**src/rtl/seq_div_if.sv**
```systemverilog
// rtl/seq_div_if.sv - request/result bundle for the sequential divider
interface seq_div_if #(
   parameter int NUM_W = 16,
   parameter int DEN_W = 5
);
   logic             start;
   logic [NUM_W-1:0] num;
   logic [DEN_W-1:0] den;
   logic             ready;
   logic             valid;
   logic [NUM_W-1:0] quot;
   logic [DEN_W-1:0] rem;
   logic             dbz;

   modport master (
      output start, num, den,
      input  ready, valid, quot, rem, dbz
   );

   modport slave (
      input  start, num, den,
      output ready, valid, quot, rem, dbz
   );
endinterface

```
**src/rtl/seq_div.sv**
```systemverilog
// rtl/seq_div.sv - unsigned restoring divider, one quotient bit per cycle
module seq_div #(
   parameter int NUM_W = 16,
   parameter int DEN_W = 5
) (
   input logic      clk,
   input logic      rst,
   seq_div_if.slave io
);
   localparam int CNT_W = $clog2(NUM_W + 1);
   localparam logic [CNT_W-1:0] LAST_CNT = CNT_W'(NUM_W - 1);

   typedef enum logic [1:0] {IDLE, RUN, DONE} state_t;

   state_t           state_q;
   logic [NUM_W-1:0] work_q;
   logic [DEN_W-1:0] den_q;
   logic [DEN_W-1:0] prem_q;
   logic [CNT_W-1:0] cnt_q;
   logic             ready_q;
   logic             valid_q;
   logic             dbz_q;

   logic [DEN_W:0]   trial_d;
   logic             qbit_d;
   logic [DEN_W-1:0] prem_d;
   logic [NUM_W-1:0] work_d;

   // work_q starts as the dividend and fills with quotient bits from the LSB end;
   // the restored remainder is always below den, so DEN_W bits hold it.
   always_comb begin
      trial_d = {prem_q, work_q[NUM_W-1]};
      qbit_d  = (trial_d >= {1'b0, den_q});
      prem_d  = qbit_d ? (trial_d[DEN_W-1:0] - den_q) : trial_d[DEN_W-1:0];
      work_d  = {work_q[NUM_W-2:0], qbit_d};
   end

   always_ff @(posedge clk) begin
      if (rst) begin
         state_q <= IDLE;
         work_q  <= '0;
         den_q   <= '0;
         prem_q  <= '0;
         cnt_q   <= '0;
         ready_q <= 1'b1;
         valid_q <= 1'b0;
         dbz_q   <= 1'b0;
      end else begin
         case (state_q)
            IDLE: begin
               if (io.start) begin
                  cnt_q   <= '0;
                  den_q   <= io.den;
                  prem_q  <= '0;
                  ready_q <= 1'b0;
                  if (io.den == '0) begin
                     work_q  <= '1;
                     dbz_q   <= 1'b1;
                     valid_q <= 1'b1;
                     state_q <= DONE;
                  end else begin
                     work_q  <= io.num;
                     dbz_q   <= 1'b0;
                     state_q <= RUN;
                  end
               end
            end
            RUN: begin
               work_q <= work_d;
               prem_q <= prem_d;
               cnt_q  <= cnt_q + 1'b1;
               if (cnt_q == LAST_CNT) begin
                  valid_q <= 1'b1;
                  state_q <= DONE;
               end
            end
            DONE: begin
               valid_q <= 1'b0;
               ready_q <= 1'b1;
               state_q <= IDLE;
            end
            default: begin
               valid_q <= 1'b0;
               ready_q <= 1'b1;
               state_q <= IDLE;
            end
         endcase
      end
   end

   assign io.ready = ready_q;
   assign io.valid = valid_q;
   assign io.quot  = work_q;
   assign io.rem   = prem_q;
   assign io.dbz   = dbz_q;
endmodule

```
**src/flat_wrapper.sv**
```systemverilog
// flat-port wrapper written by rule: the top's interface ports become plain ports
module seq_div_flat 
#(
   parameter int NUM_W = 16,
   parameter int DEN_W = 5
)
  (clk, rst, io_start, io_num, io_den, io_ready, io_valid, io_quot, io_rem, io_dbz);
  seq_div_if #(.NUM_W(NUM_W), .DEN_W(DEN_W)) io_i ();
  input logic clk;
  input logic rst;
  input wire logic [$bits(io_i.start)-1:0] io_start;
  input wire logic [$bits(io_i.num)-1:0] io_num;
  input wire logic [$bits(io_i.den)-1:0] io_den;
  output wire logic [$bits(io_i.ready)-1:0] io_ready;
  output wire logic [$bits(io_i.valid)-1:0] io_valid;
  output wire logic [$bits(io_i.quot)-1:0] io_quot;
  output wire logic [$bits(io_i.rem)-1:0] io_rem;
  output wire logic [$bits(io_i.dbz)-1:0] io_dbz;
  assign io_i.start = io_start;
  assign io_i.num = io_num;
  assign io_i.den = io_den;
  assign io_ready = io_i.ready;
  assign io_valid = io_i.valid;
  assign io_quot = io_i.quot;
  assign io_rem = io_i.rem;
  assign io_dbz = io_i.dbz;
  seq_div #(.NUM_W(NUM_W), .DEN_W(DEN_W)) u_core (.clk(clk), .rst(rst), .io(io_i));
endmodule
```
**config.mk**
```make
export PLATFORM = sky130hd
export DESIGN_NAME = seq_div_flat
export DESIGN_NICKNAME = d
export VERILOG_FILES = /design/src/rtl/seq_div_if.sv /design/src/rtl/seq_div.sv /design/src/flat_wrapper.sv
export SDC_FILE = /design/constraint.sdc
export NUM_CORES = 1
export LEC_CHECK = 0
export BUFFER_PORTS_ARGS = -buffer_cell sky130_fd_sc_hd__buf_2
export CELL_PAD_IN_SITES_DETAIL_PLACEMENT = 1
export CELL_PAD_IN_SITES_GLOBAL_PLACEMENT = 1
export CORE_MARGIN = 1
export CORE_UTILIZATION = 41
export CTS_CLUSTER_DIAMETER = 80
export DETAILED_ROUTE_END_ITERATION = 16
export PLACE_DENSITY_LB_ADDON = 0.15
export REMOVE_ABC_BUFFERS = 1
export SKIP_LAST_GASP = 1
export SYNTH_ARGS = -nofsm -noshare
export SYNTH_HDL_FRONTEND = slang
export SYNTH_SLANG_ARGS = --single-unit
```
**constraint.sdc**
```tcl
create_clock -name clk -period 3 [get_ports clk]
set_clock_uncertainty 0.1 [all_clocks]
set_input_delay 0.75 -clock clk [delete_from_list [all_inputs] [get_ports clk]]
set_output_delay 0.75 -clock clk [all_outputs]
set_load 0.05 [all_outputs]
```
* After elaboration in Yosys (flattened, before gate mapping)
Index checks and enable logic that the tools add are counted.
Operators by class: $add $sub $neg 2, magnitude comparators 1, eq/ne operators 5, muxes and demuxes 18, bitwise operators 1, reductions and logical operators 8
Operators by type and width (count):
- 16-bit two-way mux | 2
- 16-bit case mux with 2 select lines | 1
- 5-bit case mux with 2 select lines | 2
- 5-bit two-way mux | 2
- 2-bit AND reduction | 4
- 6-bit by 5-bit greater-or-equal comparator with 1-bit output | 1
- 2-bit two-way mux | 3
- 5-bit by 1-bit adder with 5-bit output, second input constant | 1
- 5-bit by 4-bit equality test with 1-bit output, second input constant | 1
- 5-bit logical NOT | 1
- 1-bit two-way mux | 5
- 5-bit subtractor | 1
- 2-bit by 1-bit inequality test with 1-bit output, second input constant | 2
- 1-bit case mux with 2 select lines | 2
- 2-bit case mux with 2 select lines | 1
- 3-bit AND reduction | 1
- 2-bit by 1-bit equality test with 1-bit output, second input constant | 1
- 2-bit logical NOT | 1
- 2-bit inequality test, second input constant | 1
- 2-bit nonzero test | 1
- 1-bit NOT | 1
Word-level totals: register bits after elaboration 36, bits of input ports 24, output and inout bits 24, logic and storage cells 43

* Longest topological paths before layout
depth in word-level cells 4, depth in mapped cells 7, gate-level depth less buffers 7

* Worst setup path after synthesis
No wires, ideal clock.
kind reg2reg, from reg u_core.prem_q[1] (netlist: u_core.io.rem[1]), to reg u_core.prem_q[1] (netlist: u_core.io.rem[1]), library setup time 0.117 ns, arrival time 1.986 ns, data required time 2.783 ns, slack 0.796 ns, stages on the path, launching flop included 6, path buffers 0, period minus slack after synthesis 2.204 ns, cells stage by stage dfxtp_1 ha_1 nor2b_4 o31a_4 or3_1 a32o_1
Between the ends: longest elaborated chain between the ends 3
RTL lines:
- start: declaration | line seq_div.sv:18 | logic [DEN_W-1:0] prem_q;
- start signal: assignment | line seq_div.sv:70 | prem_q <= prem_d;
- 6-bit by 5-bit greater-or-equal comparator with 1-bit output | line seq_div.sv:33 | qbit_d = (trial_d >= {1'b0, den_q});
- 5-bit two-way mux | line seq_div.sv:34 | prem_d = qbit_d ? (trial_d[DEN_W-1:0] - den_q) : trial_d[DEN_W-1:0];
- 5-bit case mux with 2 select lines | line seq_div.sv:49 | case (state_q)
No other way between the ends. A chain may end at the register's enable or synchronous reset.

* Worst setup path after layout
from reg u_core.work_q[15] (netlist: u_core.io.quot[15]), to reg u_core.prem_q[0] (netlist: u_core.io.rem[0])
Between the ends: longest elaborated chain between the ends 3, elaborated cells on any way between the ends 4, those cells by class add/sub (1); order compare (1); mux (2)
RTL lines:
- start: declaration | line seq_div.sv:16 | logic [NUM_W-1:0] work_q;
- start signal: assignment | line seq_div.sv:62 | work_q <= io.num;
- start signal: assignment | line seq_div.sv:69 | work_q <= work_d;
- 5-bit subtractor or 6-bit by 5-bit greater-or-equal comparator with 1-bit output (tied branches) | line seq_div.sv:34, seq_div.sv:33
- 5-bit two-way mux * | line seq_div.sv:34
- 5-bit case mux with 2 select lines * | line seq_div.sv:49
Every way passes the cells marked *; elsewhere a longest branch is shown, timed or not.

==> qor.txt <==
run status = finished clean
CP endpoint kind = flop
synth-to-layout area growth = 18.8%
vias per cell = 5.41
CTS Buf Count = 5
Crit Path Category = flop to flop
Top Ports = 48
vias = 1672
worst path cell trace = inv_1 -> ha_1 -> fa_1 -> nor2b_4 -> o31a_4 -> o21ai_0 -> a32o_1
P_leak = 0.000907 uW
Core ar. = 4120 um2
required time of the worst setup path = 3.09 ns
Warnings, synthesis = 0
Post-route DRC = 0
EDFF count, synth = 0
Die Span X = 68.5 um
n_diodes = 0
R2R Setup Slk = 0.98 ns
cell area after synthesis = 1810 um2
Max Clk Rate = 494 MHz
final std cells w/o fill = 309
Yosys top cell by area = dfxtp_1
Fin. Hold Viols = 0
Largest delay share family, worst path = adder cells
RePlAce Congestion = 0.786
slowest cell delay on critical path = 0.45 ns
die area = 4690 um2
count leader, synth = nand2_1
max_cap viols = 0
TritonCTS clock tree = built
worst hold path type = flop to flop
proportion of layout cells with a drive suffix above 1 = 25.5%
starting density of the core = 44.0%
DP Wirelength = 3.30 mm
port bufs = 47
first-pass GRT wire length = 7.13 mm
RSZ-0062 raised after global routing = false
Peak VDD IR = 0.000228 V
crit path time final = 2.02 ns
library cells used by synthesis = 41
setup violators final = 0
Final period util = 67.5%
top cells by area, synth = dfxtp_1 40%, nand2_1 10%, o21a_1 6.6%
slew at the pin closest to its max-slew limit = 0.781 ns
nets = 290
Setup WS pre-CTS = 0.733 ns
power per cell area = 629 nW/um2
fin. max-slew vios = 0
Clk pin slew, worst setup/hold paths = 0.08 ns
GR Util All Layers = 21.0%
num rows = 23
CP Launch Type = flop
vias in the first global route = 1542
top_reg_cell synth = dfxtp_1
Clock Sinks = 36
Async SR Flop Fraction = 0%
antenna violations before repair = 0
CTS H-tree depth = 2
drt wl/cell = 14.9 um
Iter 0 DRT Violations = 74
Routed WL = 4.60 mm
post-synthesis sequential area ratio = 39.8%
Arrival @ worst endpoint = 2.11 ns
Post-Syn Instances = 215
drt first pass iters = 4
Root Buffer Master = clkbuf_8
syn_area_per_cell = 8.43 um2
Synth top cells by count = 49 x nand2_1, 36 x dfxtp_1, 16 x a31oi_1, 16 x o21a_1, 10 x nor2_1
setup bufs post-CTS = 0
Critical Path Fanout Max = 9
DRT antenna net count = 0
Synth top area share = 39.8%
setup TNS = 0 ns
post-CTS sizing = 0
worst skew pair latency = 0.29 ns
CTS Hold Bufs = 0
CP max-delay cell = fa_1
post-layout util = 52.3%
clock tree buffer depth = 2
placed cells = 301
Buf+Inv Stages, Crit Path = 1
GRT overflow = 0
chip height = 68.5 um
largest net degree at the start of global routing = 24
setup ws final = 0.975 ns
Yosys reg bits = 36
Slew Limit Headroom = 47.9%
==> where the power goes <==
part	switching [uW]	internal [uW]	total, uW
clock	185	246	431
combinational	253	124	377
sequential	31.5	514	546
total	470	884	1350
==> worst reg2reg max path, cell delays in order, from the launching register on <==
cell and delay [ns]:
dfxtp_1 0.38, inv_1 0.06, ha_1 0.22, fa_1 0.45, nor2b_4 0.15, o31a_4 0.18, o21ai_0 0.09, a32o_1 0.28
==> final timing paths <==
path,endpoint,start,cells past startpoint
setup / recovery,u_core.io.rem[0],u_core.io.quot[15],7
hold / removal,u_core.io.dbz,u_core.io.dbz,2
setup reg to reg,u_core.io.rem[0],u_core.io.quot[15],7
hold reg to reg,u_core.io.dbz,u_core.io.dbz,2
==> cell families after synthesis <==
kind of cell / Yosys count / synth area share (%)
DFF: 36 / 39.8
AOI/OAI and AO/OA: 65 / 25.1
adders and majority gates: 8 / 5.94
and+or+nand+nor: 81 / 20.7
buffers and inverters: 22 / 6.70
muxes: 2 / 1.24
xor gates and xnor gates: 1 / 0.484
==> cell type report <==
class,instances,area [um2]
sequential,36,721
clock buffer,5,68.8
inverter,8,30.0
tap,50,62.6
fill,531,1960
timing repair buffer,50,258
multi-input combinational,157,970
clock inverter,3,42.5
==> per-stage QoR <==
stage,cell area (um2),total power [uW],hold WS [ns]
2_1_floorplan,1720,825,0.330
6_report,2150,1350,0.362
3_5_place_dp,2040,936,0.355
3_3_place_gp,2040,926,0.346
5_1_grt,2150,1420,0.396
4_1_cts,2150,1370,0.365
==> flip-flops by register name, summed over array words and instances (netlist names) <==
name             cells
u_core.cnt_q         5
u_core.den_q         5
u_core.io.dbz        1
u_core.io.quot      16
u_core.io.ready      1
u_core.io.rem        5
u_core.io.valid      1
u_core.state_q       2
==> placed cells by master, fill, tap and decap left out, types with 6 or more instances in the layout <==
| cell | n |
|---|---|
| dfxtp_1 | 36 |
| o21a_1 | 16 |
| ha_1 | 7 |
| nand2_1 | 49 |
| a21oi_1 | 9 |
| o21ai_0 | 6 |
| nor2_1 | 10 |
| buf_2 | 47 |
| inv_1 | 8 |
| a31oi_1 | 16 |
==> routing by layer <==
metal  share of wire [%]  track usage [%]
met1                  47             25.6
met2                  48             35.3
met3                 3.5             5.00
met4                 1.4             8.33
met5                   0                0
(Power assumes the default switching activity.)
